`src/rtl/div_seq_pkg.sv`:
```
// Shared definitions for the sequential divider: state codes, request and
// result-ready levels, and the double-width register bus type.
package div_seq_pkg;

    // Divider sequencer states
    typedef enum logic [1:0] {
        DivFree   = 2'b00,
        DivByZero = 2'b01,
        DivOn     = 2'b10,
        DivEnd    = 2'b11
    } div_state_e;

    // Request level on start_i
    localparam logic DivStart = 1'b1;
    localparam logic DivStop  = 1'b0;

    // Level of ready_o
    localparam logic DivResultReady    = 1'b1;
    localparam logic DivResultNotReady = 1'b0;

    // {hi, lo} bus carrying {remainder, quotient}
    typedef logic [63:0] double_reg_bus_t;

endpackage

```
`src/rtl/div_seq_step.sv`:
```
// One radix-2 restoring division iteration: trial-subtract the divisor from
// the upper partial remainder, then shift in the new quotient bit.
module div_seq_step #(
    parameter int WIDTH = 32
) (
    input  logic [2*WIDTH-1:0] dvd_i,
    input  logic [WIDTH-1:0]   divisor_i,
    output logic [2*WIDTH:0]   dvd_o
);

    logic [WIDTH:0] diff_s;

    // Trial subtraction; a borrow (diff_s[WIDTH]) means the quotient bit is 0
    always_comb begin
        diff_s = {1'b0, dvd_i[2*WIDTH-1:WIDTH]} - {1'b0, divisor_i};
        if (diff_s[WIDTH]) begin
            dvd_o = {dvd_i[2*WIDTH-1:0], 1'b0};
        end else begin
            dvd_o = {diff_s[WIDTH-1:0], dvd_i[WIDTH-1:0], 1'b1};
        end
    end

endmodule

```
`src/rtl/div_seq.sv`:
```
// Multi-cycle radix-2 restoring divider sequencer for DIV/DIVU.
// Holds ready_o and {remainder, quotient} until the requester drops start_i.
// Optional feature macro: DIV_ANNUL_EN adds annul_i, which aborts an
// operation in flight and blocks acceptance while high in IDLE.
module div_seq
    import div_seq_pkg::*;
#(
    parameter int WIDTH = 32,
    parameter int CNT_W = 6
) (
    input  logic               clk,
    input  logic               rst,
    input  logic               start_i,
    input  logic               signed_i,
    input  logic [WIDTH-1:0]   opdata1_i,
    input  logic [WIDTH-1:0]   opdata2_i,
`ifdef DIV_ANNUL_EN
    input  logic               annul_i,
`endif
    output logic [2*WIDTH-1:0] result_o,
    output logic               ready_o,
    output logic               busy_o
);

    localparam logic [CNT_W-1:0] CntLast = CNT_W'(WIDTH);
    localparam logic [CNT_W-1:0] CntOne  = {{(CNT_W-1){1'b0}}, 1'b1};

    div_state_e         state_r, state_nxt_s;
    logic [CNT_W-1:0]   cnt_r, cnt_nxt_s;
    logic [2*WIDTH:0]   dvd_r, dvd_nxt_s, dvd_step_s;
    logic [WIDTH-1:0]   divisor_r, divisor_nxt_s;
    logic               neg_quot_r, neg_quot_nxt_s;
    logic               neg_rem_r, neg_rem_nxt_s;
    logic [2*WIDTH-1:0] result_r, result_nxt_s;
    logic               ready_r, ready_nxt_s;
    logic               annul_s;

    // Two's complement negate when cond is set
    function automatic logic [WIDTH-1:0] neg_if(input logic [WIDTH-1:0] value,
                                                input logic cond);
        if (cond) begin
            neg_if = ~value + {{(WIDTH-1){1'b0}}, 1'b1};
        end else begin
            neg_if = value;
        end
    endfunction

`ifdef DIV_ANNUL_EN
    assign annul_s = annul_i;
`else
    assign annul_s = 1'b0;
`endif

    div_seq_step #(.WIDTH(WIDTH)) u_step (
        .dvd_i     (dvd_r[2*WIDTH-1:0]),
        .divisor_i (divisor_r),
        .dvd_o     (dvd_step_s)
    );

    // Next-state, counter, datapath and output selection
    always_comb begin
        state_nxt_s    = state_r;
        cnt_nxt_s      = cnt_r;
        dvd_nxt_s      = dvd_r;
        divisor_nxt_s  = divisor_r;
        neg_quot_nxt_s = neg_quot_r;
        neg_rem_nxt_s  = neg_rem_r;
        result_nxt_s   = result_r;
        ready_nxt_s    = ready_r;
        case (state_r)
            DivFree: begin
                if ((start_i == DivStart) && !annul_s) begin
                    cnt_nxt_s = {CNT_W{1'b0}};
                    if (opdata2_i == {WIDTH{1'b0}}) begin
                        state_nxt_s = DivByZero;
                    end else begin
                        state_nxt_s    = DivOn;
                        // Magnitudes: 0x80..0 stays as unsigned 2^(WIDTH-1)
                        dvd_nxt_s      = {{WIDTH{1'b0}},
                                          neg_if(opdata1_i, signed_i & opdata1_i[WIDTH-1]),
                                          1'b0};
                        divisor_nxt_s  = neg_if(opdata2_i, signed_i & opdata2_i[WIDTH-1]);
                        neg_quot_nxt_s = signed_i & (opdata1_i[WIDTH-1] ^ opdata2_i[WIDTH-1]);
                        neg_rem_nxt_s  = signed_i & opdata1_i[WIDTH-1];
                    end
                end else begin
                    state_nxt_s = DivFree;
                end
            end
            DivByZero: begin
                if (annul_s) begin
                    state_nxt_s  = DivFree;
                    cnt_nxt_s    = {CNT_W{1'b0}};
                    ready_nxt_s  = DivResultNotReady;
                    result_nxt_s = {(2*WIDTH){1'b0}};
                end else begin
                    state_nxt_s  = DivEnd;
                    ready_nxt_s  = DivResultReady;
                    result_nxt_s = {(2*WIDTH){1'b0}};
                end
            end
            DivOn: begin
                if (annul_s) begin
                    state_nxt_s  = DivFree;
                    cnt_nxt_s    = {CNT_W{1'b0}};
                    ready_nxt_s  = DivResultNotReady;
                    result_nxt_s = {(2*WIDTH){1'b0}};
                end else if (cnt_r == CntLast) begin
                    state_nxt_s  = DivEnd;
                    ready_nxt_s  = DivResultReady;
                    result_nxt_s = {neg_if(dvd_r[2*WIDTH:WIDTH+1], neg_rem_r),
                                    neg_if(dvd_r[WIDTH-1:0], neg_quot_r)};
                end else begin
                    dvd_nxt_s = dvd_step_s;
                    cnt_nxt_s = cnt_r + CntOne;
                end
            end
            DivEnd: begin
                if (start_i == DivStop) begin
                    state_nxt_s  = DivFree;
                    ready_nxt_s  = DivResultNotReady;
                    result_nxt_s = {(2*WIDTH){1'b0}};
                end else begin
                    state_nxt_s = DivEnd;
                end
            end
            default: begin
                state_nxt_s  = DivFree;
                cnt_nxt_s    = {CNT_W{1'b0}};
                ready_nxt_s  = DivResultNotReady;
                result_nxt_s = {(2*WIDTH){1'b0}};
            end
        endcase
    end

    // State and datapath registers with synchronous reset
    always_ff @(posedge clk) begin
        if (rst) begin
            state_r    <= DivFree;
            cnt_r      <= {CNT_W{1'b0}};
            dvd_r      <= {(2*WIDTH+1){1'b0}};
            divisor_r  <= {WIDTH{1'b0}};
            neg_quot_r <= 1'b0;
            neg_rem_r  <= 1'b0;
            result_r   <= {(2*WIDTH){1'b0}};
            ready_r    <= DivResultNotReady;
        end else begin
            state_r    <= state_nxt_s;
            cnt_r      <= cnt_nxt_s;
            dvd_r      <= dvd_nxt_s;
            divisor_r  <= divisor_nxt_s;
            neg_quot_r <= neg_quot_nxt_s;
            neg_rem_r  <= neg_rem_nxt_s;
            result_r   <= result_nxt_s;
            ready_r    <= ready_nxt_s;
        end
    end

    assign result_o = result_r;
    assign ready_o  = ready_r;
    assign busy_o   = (state_r == DivByZero) || (state_r == DivOn);

endmodule

```
`config.mk`:
```
export PLATFORM = sky130hd
export DESIGN_NAME = div_seq
export DESIGN_NICKNAME = d
export VERILOG_FILES = /design/src/rtl/div_seq_pkg.sv /design/src/rtl/div_seq_step.sv /design/src/rtl/div_seq.sv
export SDC_FILE = /design/constraint.sdc
export NUM_CORES = 1
export LEC_CHECK = 0
export BUFFER_PORTS_ARGS = -buffer_cell sky130_fd_sc_hd__buf_2
export CAP_MARGIN = 20
export CORE_ASPECT_RATIO = 0.7
export CORE_UTILIZATION = 55
export DETAILED_ROUTE_END_ITERATION = 8
export PLACE_DENSITY = 0.82
export SETUP_SLACK_MARGIN = 0.15
export SLEW_MARGIN = 20
export SYNTH_ARGS = -nofsm -noshare
export SYNTH_HDL_FRONTEND = slang
export SYNTH_HIERARCHICAL = 1
export SYNTH_SLANG_ARGS = --single-unit
```
`constraint.sdc`:
```
create_clock -name clk -period 7.1 [get_ports clk]
set_input_delay 0.71 -clock clk [delete_from_list [all_inputs] [get_ports clk]]
set_output_delay 0.71 -clock clk [all_outputs]
set_load 0.1 [all_outputs]
```
## Word level (Yosys, flattened, before mapping)

Cells that the tools add are included.

| storage, ports and cells | value |
|---|---|
| register bits | 172 |
| bits in latches | 0 |
| bits in writable memories | 0 |
| ROM bits | 0 |
| input bits | 68 |
| output and inout port bits | 66 |
| logic and storage cells | 64 |
| memories | 0 |

| cells by class | value |
|---|---|
| $add $sub $neg | 6 |
| multiply operators | 0 |
| div/mod/pow operators | 0 |
| order comparisons | 0 |
| equal/unequal tests | 9 |
| shifts and indexed selects | 0 |
| multiplexer cells | 23 |
| bitwise logic cells | 9 |
| reduce and logical (&&, ||, !) cells | 9 |

Operators with widths:

| operator | number |
|---|---|
| 2-to-1 mux 65 bit | 4 |
| one-hot mux 64 bit (3 select lines) | 1 |
| one-hot mux 65 bit (2 select lines) | 1 |
| adder 32 x 1 -> 32 bit, second input constant | 4 |
| 2-to-1 mux 32 bit | 4 |
| 2-to-1 mux 64 bit | 2 |
| inverter 32 bit | 4 |
| subtractor 32 x 32 -> 33 bit | 1 |
| zero test 32 bit | 1 |
| 2-to-1 mux 6 bit | 2 |
| one-hot mux 6 bit (2 select lines) | 1 |
| inequality test 2 bit, second input constant | 5 |
| AND reduction 3 bit | 3 |
| 2-to-1 mux 2 bit | 4 |
| one-hot mux 2 bit (4 select lines) | 1 |
| adder 6 x 1 -> 6 bit, second input constant | 1 |
| equality test 6 bit, second input constant | 1 |
| equality test 2 bit, second input constant | 2 |
| AND reduction 4 bit | 1 |
| AND 1 bit | 3 |
| one-hot mux 1 bit (3 select lines) | 1 |
| nonzero test 3 bit | 1 |
| equality test 2 x 1 -> 1 bit, second input constant | 1 |
| zero test 2 bit | 1 |
| 5 further kinds | 6 |

## Longest topological paths before layout

| depth | value |
|---|---|
| depth after elaboration | 6 |
| depth in mapped cells | 15 |
| mapped depth without buffers | 14 |

## By module

Netlist, hierarchy kept.

By module, submodules not included:

| module | times used | cells an instance | area each (um^2) | sequential area each (um^2) |
|---|---|---|---|---|
| div_seq | 1 | 1,118 | 8,952.3 | 3,443.3 |
| div_seq_step | 1 | 388 | 2,462.4 | 0.0 |

## Least setup slack after synthesis

Ideal clock, no wire load.

| timing path | value |
|---|---|
| path type | input-to-reg |
| from | in opdata2_i[23] |
| to | reg dvd_r[27] |
| library setup time | 0.132 ns |
| data arrival time | 2.608 ns |
| data required time | 6.968 ns |
| slack | 4.360 ns |
| stages on the path | 8 |
| path buffers | 2 |
| cells stage by stage | or4_4 or3_4 nor4_4 a21boi_2 buf_2 buf_6 o211ai_1 a21oi_1 |

| between the ends | value |
|---|---|
| longest elaborated chain between the ends | 3 |

Ends and longest elaborated chain:

| what | RTL line | RTL |
|---|---|---|
| from (decl) | div_seq.sv:16 | `input logic [WIDTH-1:0] opdata2_i,` |
| zero test 32 bit | div_seq.sv:74 | `if (opdata2_i == {WIDTH{1'b0}}) begin` |
| inequality test 2 bit (no line) | n/a |  |
| AND reduction 4 bit (no line) | n/a |  |
| to (signal assigned) | div_seq.sv:141 | `dvd_r <= {(2*WIDTH+1){1'b0}};` |
| to (signal assigned) | div_seq.sv:150 | `dvd_r <= dvd_nxt_s;` |
| to (decl) | div_seq.sv:30 | `logic [2*WIDTH:0] dvd_r, dvd_nxt_s, dvd_step_s;` |

Every way passes these cells.
A chain may end at the register's enable or synchronous reset.

## Worst setup path in the final report

| timing path | value |
|---|---|
| from | reg state_r[0] |
| to | reg result_r[28] (netlist: result_o[28]) |

| between the ends | value |
|---|---|
| longest elaborated chain between the ends | 3 |
| elaborated cells on any way between the ends | 8 |
| those cells by class | eq/ne (5); mux (1); reduce/logical (2) |

Ends and longest elaborated chain:

| what | RTL line | RTL |
|---|---|---|
| from (decl) | div_seq.sv:28 | `div_state_e state_r, state_nxt_s;` |
| from (signal assigned) | div_seq.sv:139 | `state_r <= DivFree;` |
| from (signal assigned) | div_seq.sv:148 | `state_r <= state_nxt_s;` |
| equality test 2 bit or equality test 2 x 1 -> 1 bit (tied branches) | div_seq.sv:70 | `case (state_r)` |
| inequality test 2 bit (no line) or nonzero test 3 bit (tied branches) | n/a |  |
| AND reduction 3 bit (no line) | n/a |  |
| to (signal assigned) | div_seq.sv:145 | `result_r <= {(2*WIDTH){1'b0}};` |
| to (signal assigned) | div_seq.sv:154 | `result_r <= result_nxt_s;` |
| to (decl) | div_seq.sv:34 | `logic [2*WIDTH-1:0] result_r, result_nxt_s;` |

Parallel ways exist; a longest one is shown, timed or not.

==> metrics.txt <==
status=complete, no violations; nets=1658; CP arrival=4.21 ns; # diodes=0; via count=10920; fillers=1802; DR WL/cell=16.63 µm; area of the multi-input gates=0.007151 mm²; Setup TNS=0 ns; CP required=7.45 ns; synthesized area=0.01141 mm²; flop-to-flop setup slack=3.24 ns; Worst Skew=0.01114 ns; post-cts sizing count=0; count of pins over their slew limit=0; DIE HEIGHT=122.5 µm; Mapped Nets=1617; WP buf/inv=3; number of nets with antenna violations after routing=0; post-synthesis sequential area ratio=30.17%; clk_lat worst skew=0.44 ns; Worst Hold Class=reg -> reg; IO Pins=134; final setup fails=0; port bufs=133; Initial DRC Count=1000; CTS tree=yes; Max stage delay on crit path=0.79 ns; total die area=0.02134 mm²; Area growth syn-to-layout=9.186%; Max Fanout on Critical Path=88; initial antenna violation count=0; maximum VDD drop=0.0003702 V; Least-Margin Pin Slew=1.035 ns; Finished Cell Area=0.01246 mm²; r2r startpoint=state_r[0]; final hold violation count=0; Cell Rows=43; Pwr Density=303.8 mW/mm²; # clock sinks=172; share of layout cells above drive strength 1=13.40%; ys async rst share=0%; most used cell, CP=inv_1; largest net degree at the start of global routing=91; Setup Fix Bufs, Post-CTS=0; period utilization=54.35%; Core Area=0.02007 mm²; Seq. cell area=0.003445 mm²; RSZ-0062 raised after global routing=false; stages on the worst setup path=9; drt first pass iters=7; cell count after synthesis=1506; Initial Util=56.88%; Avg Cell Area, Syn=7.579 µm²; Setup CP Type=reg -> reg; CP max stage cell=nor2_4; Startpoint Class=flip-flop; f_max=259.1 MHz; # hold bufs at CTS=0; dpl cell area=0.01187 mm²; gr usage total=28.91%; Max Buffers Root-to-Sink=2; total grt overflow=0; slew margin rel.=30.88%; Leakage=4.892 nW; Worst Setup EP=result_o[28]; Die X=174.2 µm; minimum clock period=3.859 ns; DP HPWL=22320 µm; worst hold path depth=2; post-synth cell types=76; post-synthesis register bit count=172; Post-synth EDFFs=0; Worst-path clk slew=0.07 ns; Reg2Reg Capture Point=result_o[28]; worst-path cell chain=inv_1, ha_2, buf_4, inv_1, a21oi_1, nor2_1, nor2_4, nand2_1, o21ai_0; DRC=0; vias in the first global route=9549; critical path launch point=state_r[0]; R2R depth=9; Root Buffer=clkbuf_16; WL final=30440 µm; Synth Warn #=6; global-route wire length before repair=49470 µm; vias per cell=5.964; crit end category=flip-flop; H-tree depth=4; CTS Buf Count=17; MaxCap Viol Count=0; Placement Setup Slack=3.305 ns; Hold Worst Slack=0.4485 ns; Placer Congestion=0.9584; Most used DFF post-synth=dfxtp_1; CP delay by family, top=buffers and inverters; final worst slack=3.241 ns
per-stage QoR:
stage | utilization (%) | std cells | power [W]
global route | 62.10 | 1830 | 0.004011
CTS | 62.10 | 1830 | 0.003757
detailed placement | 59.17 | 1798 | 0.002832
floorplan | - | 1506 | 0.002560
finish | 62.10 | 1830 | 0.003787
global placement | 59.17 | 1798 | 0.002798
worst min-delay path, stage by stage (launching register included):
cell and delay [ns]:
dfxtp_1 0.32, nand2_1 0.04, o21ai_0 0.05
metal layers:
metal	vias to the layer above	wire length, µm	GRT usage, %	share of wire, %
met2	524	12100	40.89	40
met4	0	402	8.224	1.3
met1	4977	14850	44.06	49
met3	32	3085	5.173	10
met5	-	0	0	0
li1	5382	-	-	-
flip-flops by register name, summed over array words and instances (netlist names):
| name | flops |
|---|---|
| cnt_r | 6 |
| ready_o | 1 |
| divisor_r | 32 |
| neg_quot_r | 1 |
| dvd_r | 65 |
| neg_rem_r | 1 |
| state_r | 2 |
| result_o | 64 |
cell usage after synthesis, types with 4 or more instances:
cell type / count / area share (%)
o2111ai_1: 4 / 0.31
o21ai_0: 116 / 5.1
a21o_1: 6 / 0.39
a31oi_1: 16 / 0.88
nand2_1: 207 / 6.8
and2_1: 7 / 0.38
xnor2_1: 55 / 4.2
ha_1: 42 / 4.6
buf_6: 4 / 0.39
nand4_1: 15 / 0.82
or4_1: 14 / 0.92
buf_1: 5 / 0.16
or3_1: 17 / 0.93
and3_1: 6 / 0.33
nor2b_1: 5 / 0.27
nor2_1: 122 / 4.0
clkbuf_1: 64 / 2.1
inv_1: 54 / 1.8
o31ai_1: 38 / 2.5
nor4_1: 13 / 0.71
nor3_1: 16 / 0.70
nand3_1: 51 / 2.2
o21a_1: 7 / 0.46
or2_2: 9 / 0.49
o211ai_1: 26 / 1.7
buf_2: 7 / 0.31
buf_4: 40 / 2.6
a21oi_1: 128 / 5.6
a211oi_1: 32 / 2.1
o41ai_1: 18 / 1.4
xor2_1: 90 / 6.9
dfxtp_1: 172 / 30
nand2b_1: 27 / 1.5
a22oi_1: 15 / 0.99
o21bai_1: 4 / 0.26
worst min-delay path by stage:
| stage | start | to | slack (ns) |
|---|---|---|---|
| final | result_o[54] | result_o[54] | 0.45 |
| after global routing | result_o[32] | result_o[32] | 0.48 |
| after CTS | result_o[17] | result_o[17] | 0.45 |
| after detailed placement | result_o[17] | result_o[17] | 0.44 |
| after global placement | result_o[14] | result_o[14] | 0.43 |
| after floorplan | divisor_r[31] | divisor_r[31] | 0.44 |
logic make-up after synthesis:
kind of cell	after synthesis	synth area share (%)
flip-flops	172	30.17
multiplexers	4	0.3946
adder cells (fa/ha/maj)	43	4.779
XOR/XNOR	145	11.13
buffers and inverters	175	7.410
AND/OR/NAND/NOR	526	21.52
AO/OA/AOI/OAI	441	24.61
placed cells by master, fill, tap and decap left out, drive strengths merged, types with 8 or more instances in the layout:
| cell | Yosys | routed |
|---|---|---|
| or3 | 18 | 18 |
| o31ai | 38 | 38 |
| nand2 | 207 | 207 |
| inv | 55 | 58 |
| a211oi | 34 | 34 |
| o21ai | 116 | 116 |
| or4 | 15 | 15 |
| nor3 | 17 | 17 |
| xor2 | 90 | 90 |
| nand2b | 27 | 27 |
| nor2 | 123 | 123 |
| and2 | 8 | 8 |
| a21oi | 129 | 129 |
| a22oi | 15 | 15 |
| dfxtp | 172 | 172 |
| or2 | 9 | 9 |
| ha | 42 | 42 |
| buf | 56 | 142 |
| xnor2 | 55 | 55 |
| nand4 | 15 | 15 |
| nand3 | 51 | 51 |
| o211ai | 26 | 26 |
| o41ai | 19 | 19 |
| clkbuf | 64 | 21 |
| nor4 | 14 | 14 |
| a31oi | 17 | 17 |
power by group:
part	internal [W]	switching [W]
logic	0.000527	0.00106
registers	0.00110	0.000168
clock network	0.000524	0.000404
total	0.00215	0.00163
cell type report:
type,instances,share of cell area (%)
multi-input combinational,1159,57.37
sequential,172,27.64
timing repair buffer,142,5.903
clock buffer,21,3.855
tap,270,2.711
inverter,55,1.656
clock inverter,11,0.8634
No activity file was read; power rests on OpenSTA's default activity.
